===== config.mk =====
export PLATFORM = sky130hd
export DESIGN_NAME = alu_mc
export DESIGN_NICKNAME = d
export VERILOG_FILES = /design/src/rtl/alu_pkg.sv /design/src/rtl/alu_comb_core.sv /design/src/rtl/alu_mc.sv
export SDC_FILE = /design/constraint.sdc
export NUM_CORES = 1
export LEC_CHECK = 0
export ABC_AREA = 1
export CORE_UTILIZATION = 35
export DETAILED_ROUTE_END_ITERATION = 10
export DONT_BUFFER_PORTS = 1
export GPL_ROUTABILITY_DRIVEN = 0
export PLACE_DENSITY = 0.51
export SLEW_MARGIN = 30
export SYNTH_ARGS = -nofsm -noshare
export SYNTH_HDL_FRONTEND = slang
export SYNTH_SLANG_ARGS = --single-unit
export TNS_END_PERCENT = 100

===== constraint.sdc =====
create_clock -name clk -period 5.5 [get_ports clk]
set_input_delay 1.1 -clock clk [delete_from_list [all_inputs] [get_ports clk]]
set_output_delay 1.1 -clock clk [all_outputs]
set_load 0.02 [all_outputs]

===== src/rtl/alu_pkg.sv =====
// Shared definitions for the multi-cycle ALU: function codes, FSM encoding
// and the bit positions of the packed status flags.
package alu_pkg;

    localparam logic [3:0] ALU_ADD    = 4'd0;
    localparam logic [3:0] ALU_SUB    = 4'd1;
    localparam logic [3:0] ALU_AND    = 4'd2;
    localparam logic [3:0] ALU_OR     = 4'd3;
    localparam logic [3:0] ALU_XOR    = 4'd4;
    localparam logic [3:0] ALU_NOR    = 4'd5;
    localparam logic [3:0] ALU_NOT    = 4'd6;
    localparam logic [3:0] ALU_SLL    = 4'd7;
    localparam logic [3:0] ALU_SRL    = 4'd8;
    localparam logic [3:0] ALU_SRA    = 4'd9;
    localparam logic [3:0] ALU_INC    = 4'd10;
    localparam logic [3:0] ALU_DEC    = 4'd11;
    localparam logic [3:0] ALU_SLT    = 4'd12;
    localparam logic [3:0] ALU_SGT    = 4'd13;
    localparam logic [3:0] ALU_LUI    = 4'd14;
    localparam logic [3:0] ALU_POPCNT = 4'd15;

    typedef enum logic [1:0] {
        ST_IDLE  = 2'd0,
        ST_SHIFT = 2'd1,
        ST_COUNT = 2'd2,
        ST_DONE  = 2'd3
    } state_t;

    localparam int FLAG_ZERO  = 0;
    localparam int FLAG_CARRY = 1;
    localparam int FLAG_OVF   = 2;
    localparam int FLAG_W     = 3;

endpackage


===== src/rtl/alu_comb_core.sv =====
// Single-cycle ALU functions with carry/borrow and signed-overflow generation.
// Shift and popcount codes produce zero here; the sequencer handles them.
module alu_comb_core
    import alu_pkg::*;
#(
    parameter int N = 32
) (
    input  logic [N-1:0] i_a,
    input  logic [N-1:0] i_b,
    input  logic [3:0]   i_func,
    output logic [N-1:0] o_res,
    output logic         o_carry,
    output logic         o_ovf
);

    logic [N-1:0] w_opb;
    logic [N:0]   w_sum;
    logic         w_sub;
    logic         w_arith;

    // NOTE: every always_comb output gets a default first, so no path can infer a latch.
    always_comb begin
        w_opb   = (i_func == ALU_INC || i_func == ALU_DEC) ? N'(1) : i_b;
        w_sub   = (i_func == ALU_SUB || i_func == ALU_DEC);
        w_arith = (i_func == ALU_ADD || i_func == ALU_SUB ||
                   i_func == ALU_INC || i_func == ALU_DEC);
        // Bit N of the widened difference is the unsigned borrow.
        w_sum   = w_sub ? ({1'b0, i_a} - {1'b0, w_opb})
                        : ({1'b0, i_a} + {1'b0, w_opb});
        o_carry = w_arith & w_sum[N];
        o_ovf   = w_arith
                & (w_sub ? (i_a[N-1] != w_opb[N-1]) : (i_a[N-1] == w_opb[N-1]))
                & (w_sum[N-1] != i_a[N-1]);

        o_res = '0;
        case (i_func)
            ALU_ADD, ALU_SUB,
            ALU_INC, ALU_DEC: o_res = w_sum[N-1:0];
            ALU_AND:          o_res = i_a & i_b;
            ALU_OR:           o_res = i_a | i_b;
            ALU_XOR:          o_res = i_a ^ i_b;
            ALU_NOR:          o_res = ~(i_a | i_b);
            ALU_NOT:          o_res = ~i_a;
            ALU_SLT:          o_res = {{(N-1){1'b0}}, ($signed(i_a) < $signed(i_b))};
            ALU_SGT:          o_res = {{(N-1){1'b0}}, ($signed(i_a) > $signed(i_b))};
            ALU_LUI:          o_res = {i_a[N/2-1:0], {(N/2){1'b0}}};
            default:          o_res = '0;
        endcase
    end

endmodule


===== src/rtl/alu_mc.sv =====
// Multi-cycle ALU: valid/ready on both sides, iterative shifter and popcount,
// registered result and flags held in DONE until the consumer takes them.
module alu_mc
    import alu_pkg::*;
#(
    parameter int N = 32
) (
    input  logic         clk,
    input  logic         rst,
    input  logic         in_valid,
    output logic         in_ready,
    input  logic [N-1:0] A,
    input  logic [N-1:0] B,
    input  logic [3:0]   func,
    output logic         out_valid,
    input  logic         out_ready,
    output logic [N-1:0] RES,
    output logic         zero,
    output logic         carry,
    output logic         ovf,
    output logic         busy
);

    localparam int SHW   = $clog2(N);
    localparam int CNT_W = SHW + 1;

    state_t              r_state, w_next_state;
    logic [3:0]          r_op;
    logic [N-1:0]        r_work;
    logic [N-1:0]        r_acc;
    logic [CNT_W-1:0]    r_cnt;
    logic [N-1:0]        r_res;
    logic [FLAG_W-1:0]   r_flags;

    logic [N-1:0]        w_core_res;
    logic                w_core_carry, w_core_ovf;
    logic [SHW-1:0]      w_amt;
    logic                w_accept, w_is_shift, w_last;
    logic [N-1:0]        w_shift_step, w_acc_next;
    logic                w_load;
    logic [N-1:0]        w_load_res;
    logic                w_load_carry, w_load_ovf;

    alu_comb_core #(.N(N)) u_core (
        .i_a     (A),
        .i_b     (B),
        .i_func  (func),
        .o_res   (w_core_res),
        .o_carry (w_core_carry),
        .o_ovf   (w_core_ovf)
    );

    assign w_amt      = B[SHW-1:0];
    assign w_accept   = in_valid && (r_state == ST_IDLE);
    assign w_is_shift = (func == ALU_SLL || func == ALU_SRL || func == ALU_SRA);
    assign w_last     = (r_cnt == CNT_W'(1));
    assign w_acc_next = r_acc + N'(r_work[0]);

    always_comb begin
        case (r_op)
            ALU_SLL: w_shift_step = {r_work[N-2:0], 1'b0};
            ALU_SRA: w_shift_step = {r_work[N-1], r_work[N-1:1]};
            default: w_shift_step = {1'b0, r_work[N-1:1]};
        endcase
    end

    always_comb begin
        w_next_state = r_state;
        case (r_state)
            ST_IDLE: begin
                if (w_accept) begin
                    if (w_is_shift)
                        w_next_state = (w_amt == '0) ? ST_DONE : ST_SHIFT;
                    else if (func == ALU_POPCNT)
                        w_next_state = ST_COUNT;
                    else
                        w_next_state = ST_DONE;
                end
            end
            ST_SHIFT: if (w_last)    w_next_state = ST_DONE;
            ST_COUNT: if (w_last)    w_next_state = ST_DONE;
            ST_DONE:  if (out_ready) w_next_state = ST_IDLE;
            default:                 w_next_state = ST_IDLE;
        endcase
    end

    // Result write-back happens exactly once per operation, on entry to DONE.
    always_comb begin
        w_load       = 1'b0;
        w_load_res   = w_core_res;
        w_load_carry = 1'b0;
        w_load_ovf   = 1'b0;
        case (r_state)
            ST_IDLE: begin
                if (w_accept && w_is_shift && w_amt == '0) begin
                    w_load     = 1'b1;
                    w_load_res = A;
                end else if (w_accept && !w_is_shift && func != ALU_POPCNT) begin
                    w_load       = 1'b1;
                    w_load_carry = w_core_carry;
                    w_load_ovf   = w_core_ovf;
                end
            end
            ST_SHIFT: begin
                w_load     = w_last;
                w_load_res = w_shift_step;
            end
            ST_COUNT: begin
                w_load     = w_last;
                w_load_res = w_acc_next;
            end
            default: ;
        endcase
    end

    // NOTE: sequential state uses non-blocking assignments only, so every register sees pre-edge values.
    always_ff @(posedge clk) begin
        if (rst)
            r_state <= ST_IDLE;
        else
            r_state <= w_next_state;
    end

    always_ff @(posedge clk) begin
        if (rst) begin
            r_op    <= '0;
            r_work  <= '0;
            r_acc   <= '0;
            r_cnt   <= '0;
            r_res   <= '0;
            r_flags <= '0;
        end else begin
            case (r_state)
                ST_IDLE: begin
                    if (w_accept) begin
                        r_op   <= func;
                        r_work <= A;
                        r_acc  <= '0;
                        r_cnt  <= w_is_shift ? {1'b0, w_amt} : CNT_W'(N);
                    end
                end
                ST_SHIFT: begin
                    r_work <= w_shift_step;
                    r_cnt  <= r_cnt - CNT_W'(1);
                end
                ST_COUNT: begin
                    r_work <= {1'b0, r_work[N-1:1]};
                    r_acc  <= w_acc_next;
                    r_cnt  <= r_cnt - CNT_W'(1);
                end
                default: ;
            endcase

            if (w_load) begin
                r_res               <= w_load_res;
                r_flags[FLAG_ZERO]  <= (w_load_res == '0);
                r_flags[FLAG_CARRY] <= w_load_carry;
                r_flags[FLAG_OVF]   <= w_load_ovf;
            end
        end
    end

    assign in_ready  = (r_state == ST_IDLE);
    assign out_valid = (r_state == ST_DONE);
    assign busy      = (r_state != ST_IDLE);
    assign RES       = r_res;
    assign zero      = r_flags[FLAG_ZERO];
    assign carry     = r_flags[FLAG_CARRY];
    assign ovf       = r_flags[FLAG_OVF];

endmodule


* After elaboration in Yosys (flattened, before gate mapping)
Cells that the tools add are included.
** Storage, ports and cells
- Flip-flop bits (word level) :: 111
- Input port bits :: 72
- Output and inout port bits :: 38
** Cells by class
- $add $sub $neg :: 4
- Order comparisons :: 2
- Equality and inequality tests :: 28
- Muxes and demuxes :: 30
- Bitwise logic cells :: 8
- Reductions and logical operators :: 28
** Operators by type and width (number)
- case mux 32 bit (9 select lines) :: 1
- case mux 32 bit (3 select lines) :: 2
- two-way mux 32 bit :: 4
- case mux 32 bit (2 select lines) :: 2
- NOT 32 bit :: 2
- equality test 4 bit, second input constant :: 9
- adder 32 x 32 -> 33 bit :: 1
- two-way mux 33 bit :: 1
- subtractor 32 x 32 -> 33 bit :: 1
- adder 32 x 1 -> 32 bit :: 1
- bitwise AND 32 bit :: 1
- > comparator 32 bit :: 1
- logical NOT 32 bit :: 1
- < comparator 32 bit :: 1
- bitwise OR 32 bit :: 1
- XOR 32 bit :: 1
- equality test 4 x 3 -> 1 bit, second input constant :: 5
- two-way mux 6 bit :: 2
- case mux 6 bit (2 select lines) :: 1
- two-way mux 1 bit :: 10
- two-way mux 2 bit :: 5
- equality test 4 x 2 -> 1 bit, second input constant :: 2
- AND reduction 2 bit :: 4
- logical OR 1 bit :: 7
- 22 further kinds :: 34

* Longest topological paths before layout
- Word-level depth :: 10
- Gate-level depth with buffers :: 35
- Gate-level depth less buffers :: 35

* Hierarchy
A second synthesis with hierarchy kept.
** Unflattened totals
- Cells, all modules :: 2407
- Area, all modules :: 13869.6 um2
** By module, submodules not included
- alu_mc :: times used 1, cells each 1243, area each 7404.6 um2, seq. area each 2222.1 um2
- alu_comb_core :: times used 1, cells each 1164, area each 6465.0 um2, seq. area each 0.0 um2

* Worst setup path after synthesis
No wires, ideal clock.
- Path kind :: input to register
- Start :: input port B[1]
- End :: register r_flags[0]
- Library setup time :: 67 ps
- Arrival :: 4339 ps
- Data required time :: 5433 ps
- Path slack :: 1093 ps
- Stages on the path :: 31
- Cells stage by stage :: nor2_2 -> nand3_2 -> inv_1 -> nand4_1 -> a21oi_2 -> nand2_1 -> nor2_2 -> nand2_2 -> nor2_4 -> nand4_2 -> nor2_1 -> nand2_1 -> nor2_2 -> nand2_1 -> nand2_1 -> xor2_1 -> inv_1 -> ha_1 -> a21oi_1 -> nand2_1 -> nand2_1 -> nand2_1 -> a21oi_1 -> nand3_1 -> nand3_1 -> nand2_1 -> a21oi_1 -> nand4_1 -> nor3_1 -> nand2_1 -> a21oi_2
** Between the ends
- Word-level cells in the longest chain between the ends :: 7
** Ends and longest elaborated chain
- start, declared :: RTL line alu_mc.sv:13 : input logic [N-1:0] B,
- two-way mux 32 bit :: RTL line alu_comb_core.sv:23 : w_opb = (i_func == ALU_INC || i_func == ALU_DEC) ? N'(1) : i_b;
- adder 32 x 32 -> 33 bit / subtractor 32 x 32 -> 33 bit (equally long branches) :: RTL line alu_comb_core.sv:29, alu_comb_core.sv:28
- two-way mux 33 bit :: RTL line alu_comb_core.sv:28 : w_sum = w_sub ? ({1'b0, i_a} - {1'b0, w_opb})
- case mux 32 bit (9 select lines) :: RTL line alu_comb_core.sv:36 : case (i_func)
- two-way mux 32 bit :: RTL line alu_mc.sv:95 : if (w_accept && w_is_shift && w_amt == '0) begin
- case mux 32 bit (3 select lines) :: RTL line alu_mc.sv:93 : case (r_state)
- logical NOT 32 bit :: RTL line alu_mc.sv:156 : r_flags[FLAG_ZERO] <= (w_load_res == '0);
- end signal, assigned by index :: RTL line alu_mc.sv:156
- end signal, assigned by index :: RTL line alu_mc.sv:157 : r_flags[FLAG_CARRY] <= w_load_carry;
- end signal, assigned by index :: RTL line alu_mc.sv:158 : r_flags[FLAG_OVF] <= w_load_ovf;
- end, declared :: RTL line alu_mc.sv:33 : logic [FLAG_W-1:0] r_flags;
Parallel ways exist; a longest one is shown, timed or not.
A chain may end at the register's enable or synchronous reset.

* Final worst setup path
Ends and elaborated chain as after synthesis.

==> flow_summary.rst <==
.. list-table::
   :header-rows: 1

   * - Metric
     - Value
   * - Leakage power summed over all cells
     - around 7 nW
   * - Maximum number of pins on one net before global-route repair
     - 65
   * - Depth of the CTS H-tree
     - 3
   * - Cell chain of the critical path
     - nor2_2 > nand3_2 > inv_1 > nand4_1 > a21oi_2 > nand2_1 > nor2_2 > nand2_2 > o21ai_0 > nand2_1 > xor2_1 > ha_1 > nand2_1 > nor4_1 > nand3_1 > nand3_1 > nand2_1 > nand3_1 > nand2_1 > a21oi_1 > nand2_1 > nor3_1 > nand2_1 > a21oi_2
   * - Type of origin of the critical path
     - primary input
   * - Post-DP Area
     - approximately 0.014 mm2
   * - Syn Inst Count
     - about 2.3k
   * - Worst Skew
     - approximately 0.012 ns
   * - Clock input transition at the sequential cells of the worst setup and hold paths
     - approximately 0.09 ns
   * - DRC violations left
     - 0
   * - Top Ports
     - 110
   * - Sequential element share of the synthesized area
     - 16.70%
   * - Ratio of total power to cell area
     - approximately 340 mW/mm2
   * - Total grt overflow
     - 0
   * - Top cells by count, synth
     - sky130_fd_sc_hd__nand2_1 (617), sky130_fd_sc_hd__inv_1 (344), sky130_fd_sc_hd__o21ai_0 (216)
   * - Library cells used by synthesis
     - 56
   * - CTS hold repair buffers
     - 0
   * - Category of the most critical setup path
     - primary input to register
   * - Post-synth ARST share
     - 0%
   * - Outcome
     - completed
   * - Final number of hold-violating endpoints
     - 0
   * - Number of DRC markers in iteration 0
     - 1196
   * - Yosys reg bits
     - 111
   * - Vias in the first global route
     - approximately 14k
   * - Portion of the clock cycle consumed by the worst path in the final layout
     - about 96%
   * - HPWL reported at the end of detailed placement
     - about 43000 um
   * - Core Area
     - between 0.03 and 0.04 mm2
   * - Detailed route wirelength on metal3
     - 3627 um
   * - FMAX
     - 189.5 MHz
   * - Die Span Y
     - a little under 200 um
   * - Max IR drop VDD
     - approximately 0.00018 V
   * - Launch point of the worst hold path
     - r_acc[0]$_SDFFE_PP0P_
   * - Count of port buffers added during placement
     - 0
   * - Final layout net count
     - roughly 2.5k
   * - Min Tclk post-route
     - 5.276 ns
   * - Worst-Skew Late Latency
     - between 0.3 and 0.4 ns
   * - Most common cell type on the critical path
     - sky130_fd_sc_hd__nand2_1
   * - Area of the mapped netlist
     - ~0.013 mm2
   * - Num CTS Buffers
     - 9
   * - Total die area
     - around 0.039 mm2
   * - Slowest stage cell, crit path
     - sky130_fd_sc_hd__nor4_1
   * - Critical path's largest stage delay
     - approximately 0.66 ns
   * - Highest routing layer actually used
     - met4
   * - Launch point of the critical path
     - B[1]
   * - Cell family with most CP delay
     - simple AND/OR/NAND/NOR gates
   * - Initial standard-cell utilization of the core
     - 35.41%
   * - WL per Instance
     - just under 20 um
   * - Number of buffers between clock root and the deepest sink
     - 2
   * - Count of standard-cell rows
     - 71
   * - Count of flip-flops with a built-in enable after synthesis
     - 0
   * - Post-Syn Nets
     - roughly 2.5k
   * - Resized Gates After CTS
     - 0
   * - Buffers plus inverters on the worst setup path
     - 1
   * - Routed vias
     - ~15k
   * - Area share of the largest cell type after synthesis
     - 17.41%
   * - Post-route setup TNS
     - 0 ns
   * - Final design instance area without fill
     - between 0.01 and 0.015 mm2
   * - Yosys warnings
     - 0
   * - Die X-Extent
     - roughly 200 um
   * - Nature of the critical path endpoint
     - register
   * - Reg-to-Reg Start
     - r_state[0]$_SDFFE_PP0P_
   * - Setup Buffers After CTS
     - 0
   * - Mean post-synth cell area
     - between 5 and 6 um2
   * - Setup repair after global routing missed its margin
     - false
   * - Worst-Margin Slew
     - 0.9530 ns
   * - Final WL
     - 53500 um
   * - First-pass GRT wire length
     - a little over 80000 um
   * - Synthesis-to-finish area growth
     - 5.915%
   * - Synth area leader
     - sky130_fd_sc_hd__nand2_1
   * - Total routing resource utilization after global routing
     - 27.35%
   * - Max-Slew Margin vs Limit
     - between 30 and 40%
   * - Most common cell in the netlist
     - sky130_fd_sc_hd__nand2_1
   * - Inserted Diodes
     - 0
   * - Final-report max-slew violation count
     - 0
   * - Number of max-capacitance violations reported
     - 0
   * - Worst Path Arrival
     - 5.60 ns
   * - Cells taking the most area after synthesis
     - sky130_fd_sc_hd__nand2_1 (17%), sky130_fd_sc_hd__dfxtp_1 (17%), sky130_fd_sc_hd__ha_1 (13%)
   * - Average vias per placed instance
     - around 5.4
   * - Main synth FF type
     - sky130_fd_sc_hd__dfxtp_1
   * - Met2 wirelength from detailed routing
     - roughly 24000 um
   * - Required time of the worst setup path
     - 5.82 ns
   * - Root buffer cell
     - sky130_fd_sc_hd__clkbuf_16
   * - Layout cells sized above 1
     - 3.546%
   * - Number of detailed-routing iterations run before antenna repair
     - 5
   * - Setup violations, final
     - 0
   * - Residual antenna-violating net count after detailed routing
     - 0
   * - Initial antenna violation count
     - 0
   * - Fillcell total
     - 4162
   * - CTS tree
     - yes
   * - Hold Crit Class
     - register to register
   * - M1 WL
     - 23140 um
   * - Worst Path Max Fanout
     - 5
   * - Total clock sinks
     - between 100 and 150
==> kinds of logic (layout without fill, tap and decap cells) <==
group | Yosys count | in the layout | share of synthesized area, %
AND/OR/NAND/NOR | 1070 | 1070 | 33.78
AO/OA/AOI/OAI | 510 | 510 | 21.45
buffers and inverters | 437 | 391 | 12.64
adder cells (fa/ha/maj) | 139 | 139 | 13.13
flip-flops | 111 | 111 | 16.70
XOR/XNOR | 35 | 35 | 2.304
==> worst paths after layout <==
kind                                                end  cells past startpoint  slack, ns
worst max-delay path            r_flags[0]$_SDFFE_PP0P_                     24       0.22
worst min-delay path              r_acc[0]$_SDFFE_PP0P_                      2       0.47
worst max register to register  r_flags[0]$_SDFFE_PP0P_                     18       2.03
worst min register to register    r_acc[0]$_SDFFE_PP0P_                      2       0.47
==> metal layers <==
metal	vias to the layer above	track usage, %
met3	80	3.457
li1	7400	-
met2	507	45.10
met5	-	0
met4	0	12.49
met1	6850	35.42
==> worst reg2reg max path, cell delays in order (launching register included) <==
cell and delay (ns):
sky130_fd_sc_hd__dfxtp_1 0.40, sky130_fd_sc_hd__inv_1 0.11, sky130_fd_sc_hd__ha_1 0.23, sky130_fd_sc_hd__nand2_1 0.06, sky130_fd_sc_hd__buf_4 0.19, sky130_fd_sc_hd__nor2_2 0.09
sky130_fd_sc_hd__nand2_2 0.41, sky130_fd_sc_hd__clkinv_2 0.36, sky130_fd_sc_hd__a21oi_1 0.25, sky130_fd_sc_hd__nand3_1 0.27, sky130_fd_sc_hd__nor2_1 0.19, sky130_fd_sc_hd__nand3_1 0.08
sky130_fd_sc_hd__nor2_1 0.22, sky130_fd_sc_hd__nand2_1 0.09, sky130_fd_sc_hd__nor2_1 0.11, sky130_fd_sc_hd__nand3_1 0.09, sky130_fd_sc_hd__nor2_1 0.09, sky130_fd_sc_hd__nand2_1 0.07
sky130_fd_sc_hd__a21oi_2 0.11
==> layout by cell type (no fill, tap or decap), drive strengths merged, types with 3 or more instances in the layout <==
cell    instances
o221ai          4
o22ai          21
nand2         623
inv           351
nand3         154
a21oi         169
a211oi          4
dfxtp         111
nand3b         12
nor2          205
nor4            5
a22o            3
o21bai          7
clkbuf          9
or2             6
a221oi          6
xor2           26
clkinv          9
nand4          25
nor3           37
o21ai         225
xnor2           9
ha            138
o211ai         55
buf            22
==> layout make-up <==
| cell class | count | area [um2] | area share (%) |
|---|---|---|---|
| multi-input cells | 1754 | 9430 | 66.92 |
| flip-flops and latches | 111 | 2222 | 15.77 |
| inverters | 353 | 1326 | 9.411 |
| well taps | 511 | 639.4 | 4.537 |
| clock buffers | 9 | 225.2 | 1.598 |
| repair buffers | 22 | 165.2 | 1.172 |
| clock inverters | 7 | 83.83 | 0.5949 |
==> where the power goes <==
group | total (mW) | leakage (nW) | switching [mW] | internal, mW
Clock | 0.703 | 0.151 | 0.375 | 0.328
Combinational | 2.62 | 6.06 | 1.82 | 0.808
Sequential | 1.49 | 0.916 | 0.373 | 1.12
==> metrics by stage <==
step / total power, mW / cells / hold slack, ns / setup WS (ns) / utilization, %
after floorplan: 3.301 / 2302 / 0.4447 / 1.093 / -
after global placement: 4.060 / 2751 / 0.4514 / -0.06753 / 36.67
after detailed placement: 4.082 / 2751 / 0.4632 / -0.07342 / 36.68
after CTS: 4.788 / 2767 / 0.4754 / 0.3164 / 37.50
after global routing: 5.213 / 2767 / 0.5047 / 0.01885 / 37.50
final: 4.815 / 2767 / 0.4742 / 0.2243 / 37.50
==> sequential cells by signal (all words and copies together), names as in the netlist <==
name and count:
r_acc 32, r_flags 3, r_cnt 6, r_work 32, r_state 2, r_op 4, RES 32
Power figures use the tool's default switching activity.
